--- src/rtl/axi_apb_xfer_scheduler_pkg.sv ---
// ----------------------------------------------------------------------------
// axi_apb_xfer_scheduler_pkg
//   Shared types for the AXI-to-APB transfer scheduler: APB/AXI response codes,
//   scheduler FSM states, the arbiter grant direction and the width of the
//   slave-select field carried in the address.
// ----------------------------------------------------------------------------
package axi_apb_xfer_scheduler_pkg;

    typedef enum logic [1:0] {
        OKAY   = 2'b00,
        EXOKAY = 2'b01,
        SLVERR = 2'b10,
        DECERR = 2'b11
    } resp_t;

    typedef enum logic [1:0] {
        IDLE   = 2'b00,
        SETUP  = 2'b01,
        ACCESS = 2'b10,
        RESP   = 2'b11
    } sched_state_t;

    typedef enum logic {
        WRITE = 1'b0,
        READ  = 1'b1
    } grant_t;

    // The slave index is always a 3-bit field, so at most 8 slaves exist.
    localparam int unsigned SLV_IDX_W = 3;

    // Response code for an ACCESS phase completed by pready.
    function automatic resp_t access_resp(input logic slverr);
        return slverr ? SLVERR : OKAY;
    endfunction

endpackage

--- src/rtl/axi_apb_xfer_scheduler_arb.sv ---
// ----------------------------------------------------------------------------
// apb_rr_arbiter_2
//   Two-requester round-robin arbiter (write vs read). On a tie, the side that
//   was not granted last wins. Grants are combinational and only issued while
//   enable is high; last_grant updates on the accept strobe.
//
// Ports:
//   clk, reset_n      clock, asynchronous active-low reset
//   wr_req, rd_req    pending write / read request
//   enable            scheduler is idle and may grant
//   accept            a grant is being taken this cycle
//   wr_gnt, rd_gnt    one-hot grant (or none)
// ----------------------------------------------------------------------------
module apb_rr_arbiter_2
    import axi_apb_xfer_scheduler_pkg::*;
(
    input  logic clk,
    input  logic reset_n,
    input  logic wr_req,
    input  logic rd_req,
    input  logic enable,
    input  logic accept,
    output logic wr_gnt,
    output logic rd_gnt
);

    grant_t last_grant;

    always_comb begin
        wr_gnt = enable && wr_req && (!rd_req || (last_grant == READ));
        rd_gnt = enable && rd_req && (!wr_req || (last_grant == WRITE));
    end

    // Starting at READ lets a write win the first tie after reset.
    // NOTE: sequential state uses non-blocking assignments so every flop
    // samples pre-edge values regardless of block evaluation order.
    always_ff @(posedge clk or negedge reset_n) begin
        if (!reset_n) begin
            last_grant <= READ;
        end else if (accept) begin
            last_grant <= wr_gnt ? WRITE : READ;
        end
    end

endmodule

--- src/rtl/axi_apb_xfer_scheduler.sv ---
// ----------------------------------------------------------------------------
// axi_apb_xfer_scheduler
//   Shares one APB master port between the collected write path and the read
//   path. Round-robin grants one request at a time, decodes the slave select
//   from the address, sequences SETUP/ACCESS, bounds the ACCESS wait with an
//   optional timeout and hands the response back to the B or R channel logic.
//
// Ports:
//   clk, reset_n                      bridge clock (= pclk), async active-low reset
//   wr_req_valid/ready/addr/data      write request handshake
//   wr_rsp_valid/ready/resp           write response handshake
//   rd_req_valid/ready/addr           read request handshake
//   rd_rsp_valid/ready/data/resp      read response handshake
//   paddr, pwrite, pwdata, psel,
//   penable                           APB master outputs
//   prdata, pready, pslverr           APB slave returns
// ----------------------------------------------------------------------------
module axi_apb_xfer_scheduler
    import axi_apb_xfer_scheduler_pkg::*;
#(
    parameter int unsigned ADDR_WIDTH     = 32,
    parameter int unsigned DATA_WIDTH     = 32,
    parameter int unsigned NUM_SLAVES     = 6,
    parameter int unsigned SLV_SEL_LSB    = 12,
    parameter int unsigned TIMEOUT_CYCLES = 16
) (
    input  logic                  clk,
    input  logic                  reset_n,
    input  logic                  wr_req_valid,
    output logic                  wr_req_ready,
    input  logic [ADDR_WIDTH-1:0] wr_req_addr,
    input  logic [DATA_WIDTH-1:0] wr_req_data,
    output logic                  wr_rsp_valid,
    input  logic                  wr_rsp_ready,
    output logic [1:0]            wr_rsp_resp,
    input  logic                  rd_req_valid,
    output logic                  rd_req_ready,
    input  logic [ADDR_WIDTH-1:0] rd_req_addr,
    output logic                  rd_rsp_valid,
    input  logic                  rd_rsp_ready,
    output logic [DATA_WIDTH-1:0] rd_rsp_data,
    output logic [1:0]            rd_rsp_resp,
    output logic [ADDR_WIDTH-1:0] paddr,
    output logic                  pwrite,
    output logic [DATA_WIDTH-1:0] pwdata,
    output logic [NUM_SLAVES-1:0] psel,
    output logic                  penable,
    input  logic [DATA_WIDTH-1:0] prdata,
    input  logic                  pready,
    input  logic                  pslverr
);

    localparam int unsigned CNT_W = (TIMEOUT_CYCLES < 2) ? 1 : $clog2(TIMEOUT_CYCLES + 1);
    localparam logic [CNT_W-1:0] TMO_LIMIT = CNT_W'(TIMEOUT_CYCLES);
    localparam logic [SLV_IDX_W:0] NUM_SLV = (SLV_IDX_W + 1)'(NUM_SLAVES);

    sched_state_t          state_q;
    logic [ADDR_WIDTH-1:0] addr_q;
    logic [DATA_WIDTH-1:0] wdata_q;
    logic [DATA_WIDTH-1:0] rdata_q;
    logic                  write_q;
    logic [SLV_IDX_W-1:0]  idx_q;
    resp_t                 resp_q;
    logic [CNT_W-1:0]      k_q;

    logic                  wr_gnt;
    logic                  rd_gnt;
    logic                  accept;
    logic                  arb_enable;
    logic [SLV_IDX_W-1:0]  req_idx;
    logic                  decode_ok;
    logic                  rsp_hs;
    logic                  apb_active;

    // Gating with reset_n keeps req_ready low while reset is held, even though
    // the FSM already sits in IDLE.
    assign arb_enable = (state_q == IDLE) && reset_n;
    assign accept     = wr_gnt || rd_gnt;

    apb_rr_arbiter_2 u_arb (
        .clk     (clk),
        .reset_n (reset_n),
        .wr_req  (wr_req_valid),
        .rd_req  (rd_req_valid),
        .enable  (arb_enable),
        .accept  (accept),
        .wr_gnt  (wr_gnt),
        .rd_gnt  (rd_gnt)
    );

    assign wr_req_ready = wr_gnt;
    assign rd_req_ready = rd_gnt;

    assign req_idx   = wr_gnt ? wr_req_addr[SLV_SEL_LSB +: SLV_IDX_W]
                              : rd_req_addr[SLV_SEL_LSB +: SLV_IDX_W];
    assign decode_ok = {1'b0, req_idx} < NUM_SLV;

    assign rsp_hs = (state_q == RESP) && (write_q ? wr_rsp_ready : rd_rsp_ready);

    always_ff @(posedge clk or negedge reset_n) begin
        if (!reset_n) begin
            state_q <= IDLE;
            addr_q  <= '0;
            wdata_q <= '0;
            rdata_q <= '0;
            write_q <= 1'b0;
            idx_q   <= '0;
            resp_q  <= OKAY;
            k_q     <= '0;
        end else begin
            case (state_q)
                IDLE: begin
                    if (accept) begin
                        addr_q  <= wr_gnt ? wr_req_addr : rd_req_addr;
                        wdata_q <= wr_gnt ? wr_req_data : '0;
                        write_q <= wr_gnt;
                        idx_q   <= req_idx;
                        // Cleared here so error and timeout exits return 0.
                        rdata_q <= '0;
                        resp_q  <= decode_ok ? OKAY : DECERR;
                        state_q <= decode_ok ? SETUP : RESP;
                    end
                end
                SETUP: begin
                    state_q <= ACCESS;
                    k_q     <= CNT_W'(1);
                end
                ACCESS: begin
                    if (pready) begin
                        resp_q  <= access_resp(pslverr);
                        if (!write_q && !pslverr) begin
                            rdata_q <= prdata;
                        end
                        state_q <= RESP;
                    end else if ((TIMEOUT_CYCLES != 0) && (k_q == TMO_LIMIT)) begin
                        resp_q  <= SLVERR;
                        state_q <= RESP;
                    end else if (TIMEOUT_CYCLES != 0) begin
                        k_q <= k_q + 1'b1;
                    end
                end
                RESP: begin
                    if (rsp_hs) begin
                        state_q <= IDLE;
                    end
                end
                default: state_q <= IDLE;
            endcase
        end
    end

    // APB strobes are decoded from state so they drop the moment reset asserts.
    assign apb_active = (state_q == SETUP) || (state_q == ACCESS);

    // NOTE: every always_comb output gets a default before any conditional
    // assignment so no path can leave it unassigned and infer a latch.
    always_comb begin
        psel = '0;
        for (int i = 0; i < int'(NUM_SLAVES); i++) begin
            psel[i] = apb_active && (idx_q == SLV_IDX_W'(i));
        end
    end

    assign penable = (state_q == ACCESS);
    assign pwrite  = apb_active && write_q;
    assign paddr   = addr_q;
    assign pwdata  = wdata_q;

    assign wr_rsp_valid = (state_q == RESP) && write_q;
    assign rd_rsp_valid = (state_q == RESP) && !write_q;
    assign wr_rsp_resp  = resp_q;
    assign rd_rsp_resp  = resp_q;
    assign rd_rsp_data  = rdata_q;

endmodule
--- config.mk ---
export PLATFORM = sky130hd
export DESIGN_NAME = axi_apb_xfer_scheduler
export DESIGN_NICKNAME = d
export VERILOG_FILES = /design/src/rtl/axi_apb_xfer_scheduler_pkg.sv /design/src/rtl/axi_apb_xfer_scheduler_arb.sv /design/src/rtl/axi_apb_xfer_scheduler.sv
export SDC_FILE = /design/constraint.sdc
export NUM_CORES = 1
export LEC_CHECK = 0
export ABC_AREA = 0
export CORE_UTILIZATION = 36
export DETAILED_ROUTE_END_ITERATION = 12
export GPL_TIMING_DRIVEN = 1
export PLACE_DENSITY = 0.75
export SETUP_SLACK_MARGIN = 0.1
export SLEW_MARGIN = 20
export SYNTH_ARGS = -nofsm -noshare
export SYNTH_HDL_FRONTEND = slang
export SYNTH_SLANG_ARGS = --single-unit
--- constraint.sdc ---
create_clock -name clk -period 1.9 [get_ports clk]
set_input_delay 0.57 -clock clk [delete_from_list [all_inputs] [get_ports clk]]
set_output_delay 0.57 -clock clk [all_outputs]
set_load 0.005 [all_outputs]
==> results.json <==
{
  "outcome": "finished with violations",
  "violations": "setup timing",
  "start_util_pct": 36.9,
  "drt-initial-drc-count": 199,
  "die_h_um": 116,
  "worstSkewPairLatency_ns": 0.35,
  "track_usage_pct": 21.3,
  "num_io_pins": 248,
  "ys_ff_latch": 107,
  "die-area_um2": 13500,
  "avgViaCountPerCell": 4.95,
  "tightestPinTransition_ns": 0.839,
  "synth-seq-area-share_pct": 57.2,
  "syn_area_um2": 4680,
  "drv_cap": 0,
  "cp-end-kind": "output pin",
  "port_buffers": 247,
  "placed_cell_area_um2": 7440,
  "synth_cell_types": 35,
  "drc": 0,
  "setup_ws_ns": -0.111,
  "cts_buffers": 9,
  "antenna_cells": 0,
  "grt_start_max_net_pins": 68,
  "clock-sinks": 107,
  "yosys_warnings": 0,
  "drt_wl_total_um": 15400,
  "hold_buffers": 0,
  "fin_setup_tns_ns": -0.570,
  "layoutNonFillerInstCount": 924,
  "postRouteAntennaNets": 0,
  "fin_nets": 888,
  "grt_pass1_wl_um": 21900,
  "core_area_um2": 12700,
  "tritoncts": "yes",
  "finalClockSkew_ns": 0.00464,
  "path_max_fanout": 4,
  "drive_gt1_share_pct": 20.1,
  "drv_slew": 0,
  "peakVddDrop_mv": 0.651,
  "syn_avg_cell_area_um2": 10.6,
  "cts_root_buf": "clkbuf_16",
  "dp_cells": 858,
  "leakage_uw": 0.00449,
  "syn_to_final_growth_pct": 81.4,
  "setup_viol": 11,
  "p_total_uw": 11900,
  "required_ns": 1.33,
  "fmax_ghz": 0.497,
  "syn_nets": 584,
  "cp_data_arrival_time_ns": 1.44,
  "hold_violations": 0,
  "antenna_found_initial": 0,
  "vias": 4574,
  "clkTransAtPathRegs_ns": 0.07,
  "cp-start-kind": "flop",
  "powerDensity_nw_per_um2": 1410,
  "dp_worst_setup_slack_ns": -0.680,
  "hpwl_um": 9830,
  "grt_pass1_vias": 4490,
  "clockBufferDepth": 2,
  "syn_inst": 443,
  "rsz0062_at_grt": "yes",
  "overflow": 0,
  "gp_congestion": 0.791,
  "first_pass_iters": 4,
  "die_w_um": 116,
  "row_count": 41,
  "htreeDepth": 3,
  "final_area_um2": 8490,
  "fin_crit_ns": 2.01,
  "wl_per_cell_um": 16.7,
  "fin_crit_sh_pct": 106,
  "relSlewSlack_pct": 44.1,
  "holdCritPathClass": "primary input to asynchronous set/reset pin",
  "crit_type": "flop to output pin"
}
## state kept, by name, summed over array words and instances (netlist names)
name / count
k_q: 5
paddr: 32
pwdata: 32
rd_rsp_data: 32
rd_rsp_resp: 2
state_q: 2
u_arb.last_grant: 1
write_q: 1
## through the flow
| stage | util, % | hold WS (ns) |
|---|---|---|
| 2_1_floorplan | - | 0.274 |
| 3_3_place_gp | 58.7 | 0.462 |
| 3_5_place_dp | 58.7 | 0.469 |
| 4_1_cts | 64.2 | 0.158 |
| 5_1_grt | 67.0 | 0.193 |
| 6_report | 67.0 | 0.189 |
## area by class of cell
| class | count | area (µm²) |
|---|---|---|
| fill | 954 | 4180 |
| timing repair buffer | 324 | 3250 |
| sequential | 107 | 2680 |
| multi-input combinational | 294 | 1970 |
| clock buffer | 9 | 225 |
| tap | 172 | 215 |
| clock inverter | 7 | 106 |
| inverter | 11 | 41.3 |
## worst paths after layout
path	slack, ns	cells after the start	end	startpoint
max	-0.11	4	wr_rsp_valid	state_q[1]
min in group clk	0.48	2	paddr[25]	paddr[25]
min	0.19	2	paddr[14]	reset_n
min reg2reg	0.48	2	paddr[25]	paddr[25]
max in group asynchronous	0.68	3	pwdata[12]	reset_n
max reg2reg	0.01	11	rd_rsp_data[4]	state_q[1]
## power by group
part	total, µW	internal [µW]	leakage (µW)	switching [µW]
logic	6190	3530	0.00293	2660
clock network	2070	1180	0.000163	891
registers	3680	3170	0.00139	515
total	11900	7870	0.00449	4070
## cell usage in the layout, fill, tap and decap left out, types with 9 or more instances in the layout
cell and count:
mux2i_1 36, buf_6 9, dfrtp_1 104, dlymetal6s2s_1 38, nand2_2 9, dlygate4sd2_1 59
o21ai_1 48, clkdlybuf4s50_1 137, clkbuf_16 11, buf_4 58, nand2_1 92, o21ai_0 14
a22o_1 33
## cells in the mapped netlist
| cell type | n | area share, % |
|---|---|---|
| ha_1 | 5 | 1.3 |
| a41oi_1 | 1 | 0.19 |
| and4bb_2 | 1 | 0.27 |
| buf_2 | 7 | 0.75 |
| and4b_1 | 1 | 0.21 |
| a211oi_1 | 1 | 0.16 |
| dfrtp_1 | 106 | 57 |
| a21oi_1 | 3 | 0.32 |
| buf_4 | 9 | 1.4 |
| nor2_1 | 4 | 0.32 |
| nand3_1 | 5 | 0.53 |
| o211a_1 | 2 | 0.43 |
| and3_1 | 1 | 0.13 |
| o211ai_1 | 1 | 0.16 |
| nand2_1 | 103 | 8.3 |
| mux2i_1 | 37 | 7.9 |
| a22o_1 | 33 | 6.2 |
| nor2_2 | 1 | 0.13 |
| o21ai_0 | 47 | 5.0 |
| nand2b_1 | 3 | 0.40 |
| o22ai_1 | 5 | 0.67 |
| nor3b_1 | 2 | 0.32 |
| o221ai_1 | 1 | 0.19 |
| inv_1 | 11 | 0.88 |
| o211ai_2 | 1 | 0.27 |
| clkbuf_1 | 12 | 0.96 |
| o21ai_1 | 22 | 2.4 |
| nor3_1 | 3 | 0.32 |
| nor2b_1 | 6 | 0.80 |
| buf_6 | 3 | 0.72 |
| dfstp_2 | 1 | 0.56 |
| o22ai_4 | 1 | 0.43 |
| and2_1 | 2 | 0.27 |
| and2b_4 | 1 | 0.21 |
| a2bb2oi_1 | 1 | 0.19 |
## cell families after synthesis
| family | synth area share (%) |
|---|---|
| AO/OA/AOI/OAI | 16.6 |
| adder cells (fa/ha/maj) | 1.34 |
| buffers and inverters | 4.76 |
| flip-flops | 57.2 |
| multiplexers | 7.91 |
| AND/OR/NAND/NOR | 12.2 |
## critical path, cell delays in order, from the launching register on
cell and delay [ns]:
dfrtp_1 0.40, buf_4 0.17, ha_2 0.18, and2_1 0.13
clkdlybuf4s15_2 0.22
## per-layer routing
layer | wire length (µm) | vias up | GRT usage [%]
li1 | - | 2149 | -
met1 | 5700 | 2209 | 23.4
met2 | 8020 | 189 | 38.1
met3 | 1330 | 27 | 7.17
met4 | 350 | 0 | 8.29
met5 | 0 | - | 0
## timing repair
item                                    in CTS  in global routing
gates cloned                                 4                  2
setup buffers                               31                 14
gates resized for setup                    139                101
pin swaps                                    5                  6
endpoints found under the setup margin     173                117
No activity file was read; power rests on OpenSTA's default activity.
